$ cat src/rtl/bcd_display_driver.sv
// -----------------------------------------------------------------------------
// bcd_display_driver
//
// Purpose:
//   Converts a 14-bit binary count into four BCD digits with a sequential
//   double-dabble converter (one shift per clock, 14 clocks per conversion).
//   It then time-multiplexes the digits onto a shared seven-segment bus.
//   Values above 9999 are shown as "----".
//
// Parameters:
//   REFRESH_DIV   clocks each digit stays enabled (>= 2)
//   BLANK_LEADING 1 = blank leading zeros (the ones digit is never blanked)
//   ACTIVE_LOW    1 = segments and digit enables are asserted low
//
// Ports:
//   i_clock     system clock, all state changes on the rising edge
//   i_reset_n   asynchronous active-low reset
//   i_value     binary count to display
//   o_segments  {g,f,e,d,c,b,a} for the enabled digit (registered)
//   o_digit_en  one-hot digit enable, [0]=ones .. [3]=thousands (registered)
//   o_bcd       {thousands,hundreds,tens,ones} of the last conversion
//   o_overflow  last converted value was above 9999
//   o_busy      conversion in progress
// -----------------------------------------------------------------------------
module bcd_display_driver #(
  parameter int REFRESH_DIV   = 1000,
  parameter bit BLANK_LEADING = 1'b1,
  parameter bit ACTIVE_LOW    = 1'b1
) (
  input  logic        i_clock,
  input  logic        i_reset_n,
  input  logic [13:0] i_value,
  output logic [6:0]  o_segments,
  output logic [3:0]  o_digit_en,
  output logic [15:0] o_bcd,
  output logic        o_overflow,
  output logic        o_busy
);

  localparam int CNT_W = $clog2(REFRESH_DIV);
  localparam logic [CNT_W-1:0] CNT_MAX = CNT_W'(REFRESH_DIV - 1);

  // ---------------------------------------------------------------------------
  // Converter
  // ---------------------------------------------------------------------------
  typedef enum logic {
    S_IDLE,
    S_CONV
  } state_t;

  state_t      r_state;
  logic        r_first_pass;
  logic [13:0] r_last_value;
  logic [13:0] r_shift;
  logic [19:0] r_scratch;
  logic [3:0]  r_iter;
  logic [15:0] r_bcd;
  logic        r_overflow;
  logic        r_busy;

  logic [19:0] w_adj;
  logic [33:0] w_shifted;

  // Add-3 correction on every scratch nibble that would overflow past 9
  // after the following doubling.
  generate
    for (genvar gi = 0; gi < 5; gi++) begin : g_adj
      assign w_adj[gi*4 +: 4] = (r_scratch[gi*4 +: 4] >= 4'd5) ?
                                (r_scratch[gi*4 +: 4] + 4'd3) :
                                r_scratch[gi*4 +: 4];
    end
  endgenerate

  // One double-dabble step: the corrected scratch and the remaining binary
  // bits shift left together as one 34-bit word.
  assign w_shifted = {w_adj, r_shift} << 1;

  always_ff @(posedge i_clock or negedge i_reset_n) begin
    if (!i_reset_n) begin
      r_state      <= S_IDLE;
      r_first_pass <= 1'b1;
      r_last_value <= '0;
      r_shift      <= '0;
      r_scratch    <= '0;
      r_iter       <= '0;
      r_bcd        <= '0;
      r_overflow   <= 1'b0;
      r_busy       <= 1'b0;
    end else begin
      case (r_state)
        S_IDLE: begin
          if (r_first_pass || (i_value != r_last_value)) begin
            r_shift      <= i_value;
            r_last_value <= i_value;
            r_scratch    <= '0;
            r_iter       <= '0;
            r_busy       <= 1'b1;
            r_first_pass <= 1'b0;
            r_state      <= S_CONV;
          end
        end
        S_CONV: begin
          r_scratch <= w_shifted[33:14];
          r_shift   <= w_shifted[13:0];
          r_iter    <= r_iter + 4'd1;
          if (r_iter == 4'd13) begin
            // The fifth digit is dropped; overflow tells the scanner to
            // show dashes instead.
            r_bcd      <= w_shifted[29:14];
            r_overflow <= (r_last_value > 14'd9999);
            r_busy     <= 1'b0;
            r_state    <= S_IDLE;
          end
        end
        default: r_state <= S_IDLE;
      endcase
    end
  end

  assign o_bcd      = r_bcd;
  assign o_overflow = r_overflow;
  assign o_busy     = r_busy;

  // ---------------------------------------------------------------------------
  // Refresh scanner
  // ---------------------------------------------------------------------------
  logic [CNT_W-1:0] r_refresh_cnt;
  logic [1:0]       r_digit_idx;
  logic [6:0]       r_segments;
  logic [3:0]       r_digit_en;

  logic [3:0] w_digit [4];
  logic [3:0] w_lead_zero;
  logic [3:0] w_cur_digit;
  logic [6:0] w_seg;
  logic [3:0] w_onehot;

  // w_lead_zero[k]: digits k..3 are all zero, so digit k is a leading zero.
  // The ones digit is never treated as leading.
  generate
    for (genvar gi = 0; gi < 4; gi++) begin : g_digits
      assign w_digit[gi] = r_bcd[gi*4 +: 4];
      if (gi == 0) begin : g_ones
        assign w_lead_zero[gi] = 1'b0;
      end else begin : g_upper
        assign w_lead_zero[gi] = (r_bcd[15:gi*4] == '0);
      end
    end
  endgenerate

  assign w_cur_digit = w_digit[r_digit_idx];
  assign w_onehot    = 4'b0001 << r_digit_idx;

  always_comb begin
    w_seg = 7'h00;
    if (r_overflow) begin
      w_seg = 7'h40;
    end else if (BLANK_LEADING && w_lead_zero[r_digit_idx]) begin
      w_seg = 7'h00;
    end else begin
      case (w_cur_digit)
        4'd0:    w_seg = 7'h3F;
        4'd1:    w_seg = 7'h06;
        4'd2:    w_seg = 7'h5B;
        4'd3:    w_seg = 7'h4F;
        4'd4:    w_seg = 7'h66;
        4'd5:    w_seg = 7'h6D;
        4'd6:    w_seg = 7'h7D;
        4'd7:    w_seg = 7'h07;
        4'd8:    w_seg = 7'h7F;
        4'd9:    w_seg = 7'h6F;
        default: w_seg = 7'h00;
      endcase
    end
  end

  always_ff @(posedge i_clock or negedge i_reset_n) begin
    if (!i_reset_n) begin
      r_refresh_cnt <= '0;
      r_digit_idx   <= '0;
      r_segments    <= {7{ACTIVE_LOW}};
      r_digit_en    <= {4{ACTIVE_LOW}};
    end else begin
      if (r_refresh_cnt == CNT_MAX) begin
        r_refresh_cnt <= '0;
        r_digit_idx   <= r_digit_idx + 2'd1;
      end else begin
        r_refresh_cnt <= r_refresh_cnt + 1'b1;
      end
      r_segments <= ACTIVE_LOW ? ~w_seg : w_seg;
      r_digit_en <= ACTIVE_LOW ? ~w_onehot : w_onehot;
    end
  end

  assign o_segments = r_segments;
  assign o_digit_en = r_digit_en;

endmodule

$ cat config.mk
export PLATFORM = sky130hd
export DESIGN_NAME = bcd_display_driver
export DESIGN_NICKNAME = d
export VERILOG_FILES = /design/src/rtl/bcd_display_driver.sv
export SDC_FILE = /design/constraint.sdc
export NUM_CORES = 1
export LEC_CHECK = 0
export BUFFER_PORTS_ARGS = -buffer_cell sky130_fd_sc_hd__clkbuf_2
export CAP_MARGIN = 25
export CORE_MARGIN = 5
export CORE_UTILIZATION = 59
export CTS_CLUSTER_SIZE = 28
export DETAILED_ROUTE_END_ITERATION = 10
export GPL_ROUTABILITY_DRIVEN = 0
export PLACE_DENSITY = 0.87
export SLEW_MARGIN = 15
export SYNTH_ARGS = -nofsm -noshare
export SYNTH_HDL_FRONTEND = slang
export SYNTH_SLANG_ARGS = --single-unit
$ cat constraint.sdc
create_clock -name i_clock -period 2.7 [get_ports i_clock]
set_input_delay 0.135 -clock i_clock [delete_from_list [all_inputs] [get_ports i_clock]]
set_output_delay 0.135 -clock i_clock [all_outputs]
set_load 0.02 [all_outputs]
After elaboration in Yosys (flattened, before gate mapping)

Memory sizes are Yosys's and may differ from the RTL's.
Cells that the tools add are included.

Word-level logic and storage cells: 72
Input port bits: 16
Bits in registers: 95
Output and inout port bits: 29
Bits in read-only memories: 112
Memories kept: 1

Memory list:

| name             | words | bits a word | rd ports | clocked after memory_dff | wr ports | line | text |
|---|---|---|---|---|---|---|---|
| (name not given) | 16    | 7           | 1        | 0                        | 0        | 161  | `case (w_cur_digit)` |

Shift operators: 1
Order comparisons: 8
Add/sub/neg operators: 8
Bitwise logic cells: 4
Eq/ne operators: 5
Muxes and demuxes: 25
Reduce and logical (&&, ||, !) cells: 7

Operators by type and width:

| kind                  | count |
|---|---|
| $pmux 20 s2           | 1 |
| $mux 4                | 7 |
| $pmux 14 s2           | 1 |
| $ge 4x3->1 const B    | 5 |
| $mux 20               | 1 |
| $add 4x2->4 const B   | 4 |
| $gt 14x14->1 const B  | 1 |
| $mux 14               | 1 |
| $mux 7                | 2 |
| $ne 14x14->1          | 1 |
| $logic_not 12->1      | 1 |
| $add 10x1->10 const B | 1 |
| $eq 10x10->1 const B  | 1 |
| $mux 10               | 1 |
| $bmux 4 s2            | 1 |
| $logic_not 8->1       | 1 |
| $pmux 4 s2            | 1 |
| $not 7->7             | 1 |
| $reduce_and 2->1      | 3 |
| $mux 1                | 5 |
| $add 4x1->4 const B   | 1 |
| $eq 4x4->1 const B    | 1 |
| $logic_not 4->1       | 1 |
| $not 4->4             | 1 |
| 13 further kinds      | 14 |

Logic depth before layout (Yosys ltp)

An unclocked memory read counts as a cell.

Word-level depth: 8
Mapped depth: 8
Mapped depth without buffers: 7

Least setup slack after synthesis

OpenSTA, ideal clock, no wires.

Kind: reg2reg
Start: register r_refresh_cnt[0]
End: register r_digit_idx[1]
Buffers on the path: 0
Stages on the path, launching flop included: 7
Clock period less this slack: 1.979 ns
Setup slack: 0.721 ns
Data required time: 2.575 ns
Arrival: 1.854 ns
Setup time: 0.125 ns
Cell sequence: dfrtp_1 > ha_1 > nand2_1 > nor2_1 > nand2_1 > nor4b_2 > mux2_2

Cells in the longest elaborated chain, start to end: 1

RTL lines:

| what                     | line | text |
|---|---|---|
| start: declaration       | 127  | `logic [CNT_W-1:0] r_refresh_cnt;` |
| start signal: assignment | 188  | `r_refresh_cnt <= r_refresh_cnt + 1'b1;` |
| $eq 10x10->1             | 184  | `if (r_refresh_cnt == CNT_MAX) begin` |
| end signal: assignment   | 186  | `r_digit_idx <= r_digit_idx + 2'd1;` |
| end: declaration         | 128  | `logic [1:0] r_digit_idx;` |

No other way between the ends.
A chain may end at the register's enable or synchronous reset.

Worst setup path in the final report

Start: register r_last_value[8]
End: register r_shift[8]

Cells in the longest elaborated chain, start to end: 3

RTL lines:

| what                     | line | text |
|---|---|---|
| start: declaration       | 53   | `logic [13:0] r_last_value;` |
| start signal: assignment | 94   | `r_last_value <= i_value;` |
| $ne 14x14->1             | 92   | `if (r_first_pass \|\| (i_value != r_last_value)) begin` |
| $logic_or 1x1->1         | 92   |  |
| $ne 2x2->1 (no line)     | n/a  |  |
| end signal: assignment   | 93   | `r_shift <= i_value;` |
| end signal: assignment   | 104  | `r_shift <= w_shifted[13:0];` |
| end: declaration         | 54   | `logic [13:0] r_shift;` |

No other way between the ends.

==> results by group <==
Synth
  • Synth unique cells: 40
  • Synthesized instance count: 413
  • Largest cells by area after synthesis: dfrtp_1, dfstp_2, o21ai_0
  • Post-synth EDFFs: 0
  • Cell taking the most area after synthesis: dfrtp_1
  • Syn nets: 449
  • Share of Yosys cell area claimed by the top area cell type: 44.1%
  • Syn Area/Cell: 10.8 sq um
  • Count of state elements after synthesis: 91
  • Synth warn: 0
  • Ys flop type: dfrtp_1
  • Post-synthesis sequential area ratio: 51.2%
  • Most frequent cell after synthesis: dfrtp_1
  • Async SR Flop Fraction: 100%
  • Top cells by count, synth: dfrtp_1, o21ai_0, nand2_1
  • Post-Syn Area: 4480 sq um

Power
  • Pwr Total: 5510 uW
  • Power per cell area: 1100 nW/um^2
  • Pleak: 0.00222 uW
  • Worst vdd ir: 0.000595 V

Worst setup path
  • Cells on worst reg2reg path: 6
  • Critical path class: register to register
  • CP Data Arrival Time: 2.36 ns
  • Startpoint Class: register
  • Setup crit end kind: register
  • Max incr delay on CP: 0.53 ns
  • Critical path peak fanout: 35
  • Cell at the slowest stage of the critical path: or4_1
  • Crit-path cells: xor2_1 > or4_1 > nor4_4 > buf_12 > mux2i_1 > o21ai_0
  • Critical Path RT: 2.92 ns

Floorplanning
  • Core ar.: 7330 sq um
  • Die H: 97.1 um
  • Num ports: 45
  • Num rows: 31
  • Die ar.: 9440 sq um
  • Die outline width: 97.1 um
  • Initial Util: 61.1%

Clock tree
  • H-tree depth: 3
  • CTS tree: yes
  • Clock Path Buffers: 2
  • Clk sinks: 91
  • Clk_lat worst skew: 0.35 ns
  • CTS clk-pin slew, worst paths: 0.09 ns
  • CTS root buffer: clkbuf_8
  • CTS Buf Count: 9

Worst hold path
  • Hold Path Depth: 2
  • Hold Crit Class: primary input to register

STA
  • Clk_skew: 0.0119 ns
  • Fin. Hold Viols: 0
  • Sum of negative setup slack: 0 ns
  • RSZ-0062 raised after global routing: no
  • Rel. slew slack: 56.8%
  • Least-Margin Pin Slew: 0.644 ns
  • Achievable Freq: 0.467 GHz
  • Max Slew Vio Count: 0
  • Min Tclk post-route: 2.14 ns
  • Final period util: 79.3%
  • Final setup viols: 0

Global route
  • GRT Overall Usage: 19.9%
  • Total gr overflow: 0
  • Global-route wire length before repair: 15,400 um
  • Initial antenna violation count: 0
  • Largest net degree at the start of global routing: 50
  • Vias in the first global route: 3,300

Layout
  • Ant. Diodes: 0
  • Ratio of cells with drive above 1 in the final layout: 23.9%
  • Final #Nets: 495
  • Fillers: 510
  • Area Growth Syn to Fin: 12.1%

Drt
  • DRC: 0
  • Iter 0 DRT Violations: 171
  • Via Count: 3,147
  • Routed length per instance: 15.8 um
  • Final WL: 8890 um
  • 1st-pass router iterations: 5
  • Routed vias/inst: 5.59
  • Final antenna-violating net count: 0

Outcome
  • Status: completed

Job
  • Max-cap check violation count: 0

Placement
  • Final HPWL DP: 6380 um
  • IO Port Bufs: 44
## critical path, delay by kind of cell (launching register included)
family                    cells  cell delay (ns)
xor gates and xnor gates      1             0.15
AOI/OAI and AO/OA             1             0.11
buffers and inverters         1             0.27
and+or+nand+nor               2             0.82
DFF                           1             0.42
muxes                         1             0.23
## flip-flops by register name, indices dropped and copies added, names as in the netlist
register	count
r_scratch	16
o_busy	1
r_state	1
r_first_pass	1
o_digit_en	4
o_bcd	16
r_iter	4
o_overflow	1
r_refresh_cnt	10
r_shift	14
r_digit_idx	2
o_segments	7
r_last_value	14
## cells in the final DEF (no fill, tap or decap), types with 12 or more instances in the layout
cell	count
mux2_2	17
dfstp_2	12
ha_1	20
nor2_1	17
inv_1	20
mux2i_1	15
a21oi_1	19
o21ai_0	52
nand3_1	23
xnor2_1	20
clkbuf_2	43
nand2_1	44
dfrtp_1	79
## metal layers
layer / routed length (um) / global-route usage, %
met4: 180 / 8.53
met5: 0 / 0
met2: 4690 / 33.8
met1: 3680 / 24.9
met3: 346 / 3.66
## cells by family after synthesis
family                   after synthesis  synth area share (%)
multiplexers                          44                  12.3
AO/OA/AOI/OAI                         77                  8.99
AND/OR/NAND/NOR                      114                  12.5
XOR/XNOR                              29                  5.67
adder cells (fa/ha/maj)               20                  5.59
buffers and inverters                 38                  3.77
flip-flops                            91                  51.2
## path summary, 6_finish.rpt
kind | from | to | slack, ns
worst max-delay path | r_last_value[8]$_DFFE_PN0P_ | r_shift[8]$_DFFE_PN0P_ | 0.56
max in group asynchronous | i_reset_n | r_first_pass$_DFFE_PN1P_ | 1.56
worst min register to register | r_refresh_cnt[0]$_DFF_PN0_ | r_refresh_cnt[0]$_DFF_PN0_ | 0.47
min in group asynchronous | i_reset_n | r_refresh_cnt[1]$_DFF_PN0_ | 0.35
worst max register to register | r_last_value[8]$_DFFE_PN0P_ | r_shift[8]$_DFFE_PN0P_ | 0.56
worst min-delay path | i_value[8] | r_last_value[8]$_DFFE_PN0P_ | 0.07
## area by class of cell
type / count / area [sq um] / share of cell area [%]
flip-flops and latches: 91 / 2290 / 45.6
multi-input cells: 284 / 2030 / 40.4
well taps: 99 / 124 / 2.47
inverters: 21 / 78.8 / 1.57
repair buffers: 52 / 298 / 5.93
clock buffers: 10 / 138 / 2.74
clock inverters: 6 / 65.1 / 1.30
## power breakdown
| group | switching, uW | leakage [uW] | internal (uW) | total [uW] |
|---|---|---|---|---|
| Sequential | 469 | 0.00111 | 1920 | 2390 |
| Clock | 475 | 0.000102 | 453 | 929 |
| Combinational | 1230 | 0.00101 | 966 | 2190 |
| Total | 2170 | 0.00222 | 3340 | 5510 |
## stage by stage
step	utilization, %	hold slack [ns]	worst slack [ns]	cells	area (sq um)
floorplan	-	-0.161	0.721	413	4480
finish	68.5	0.0709	0.560	563	5020
detailed placement	65.6	0.195	0.587	546	4810
CTS	68.5	0.0584	0.534	563	5020
global placement	65.6	0.190	0.697	546	4810
global route	68.5	0.0593	0.437	563	5020
## repair_timing
item / CTS / global route
resized for setup: 0 / 0
hold buffers: 1 / 0
endpoints found under the hold margin: 36 / 0
setup buffers: 0 / 0
endpoints found under the setup margin: 0 / 0
No activity file was read; power rests on OpenSTA's default activity.
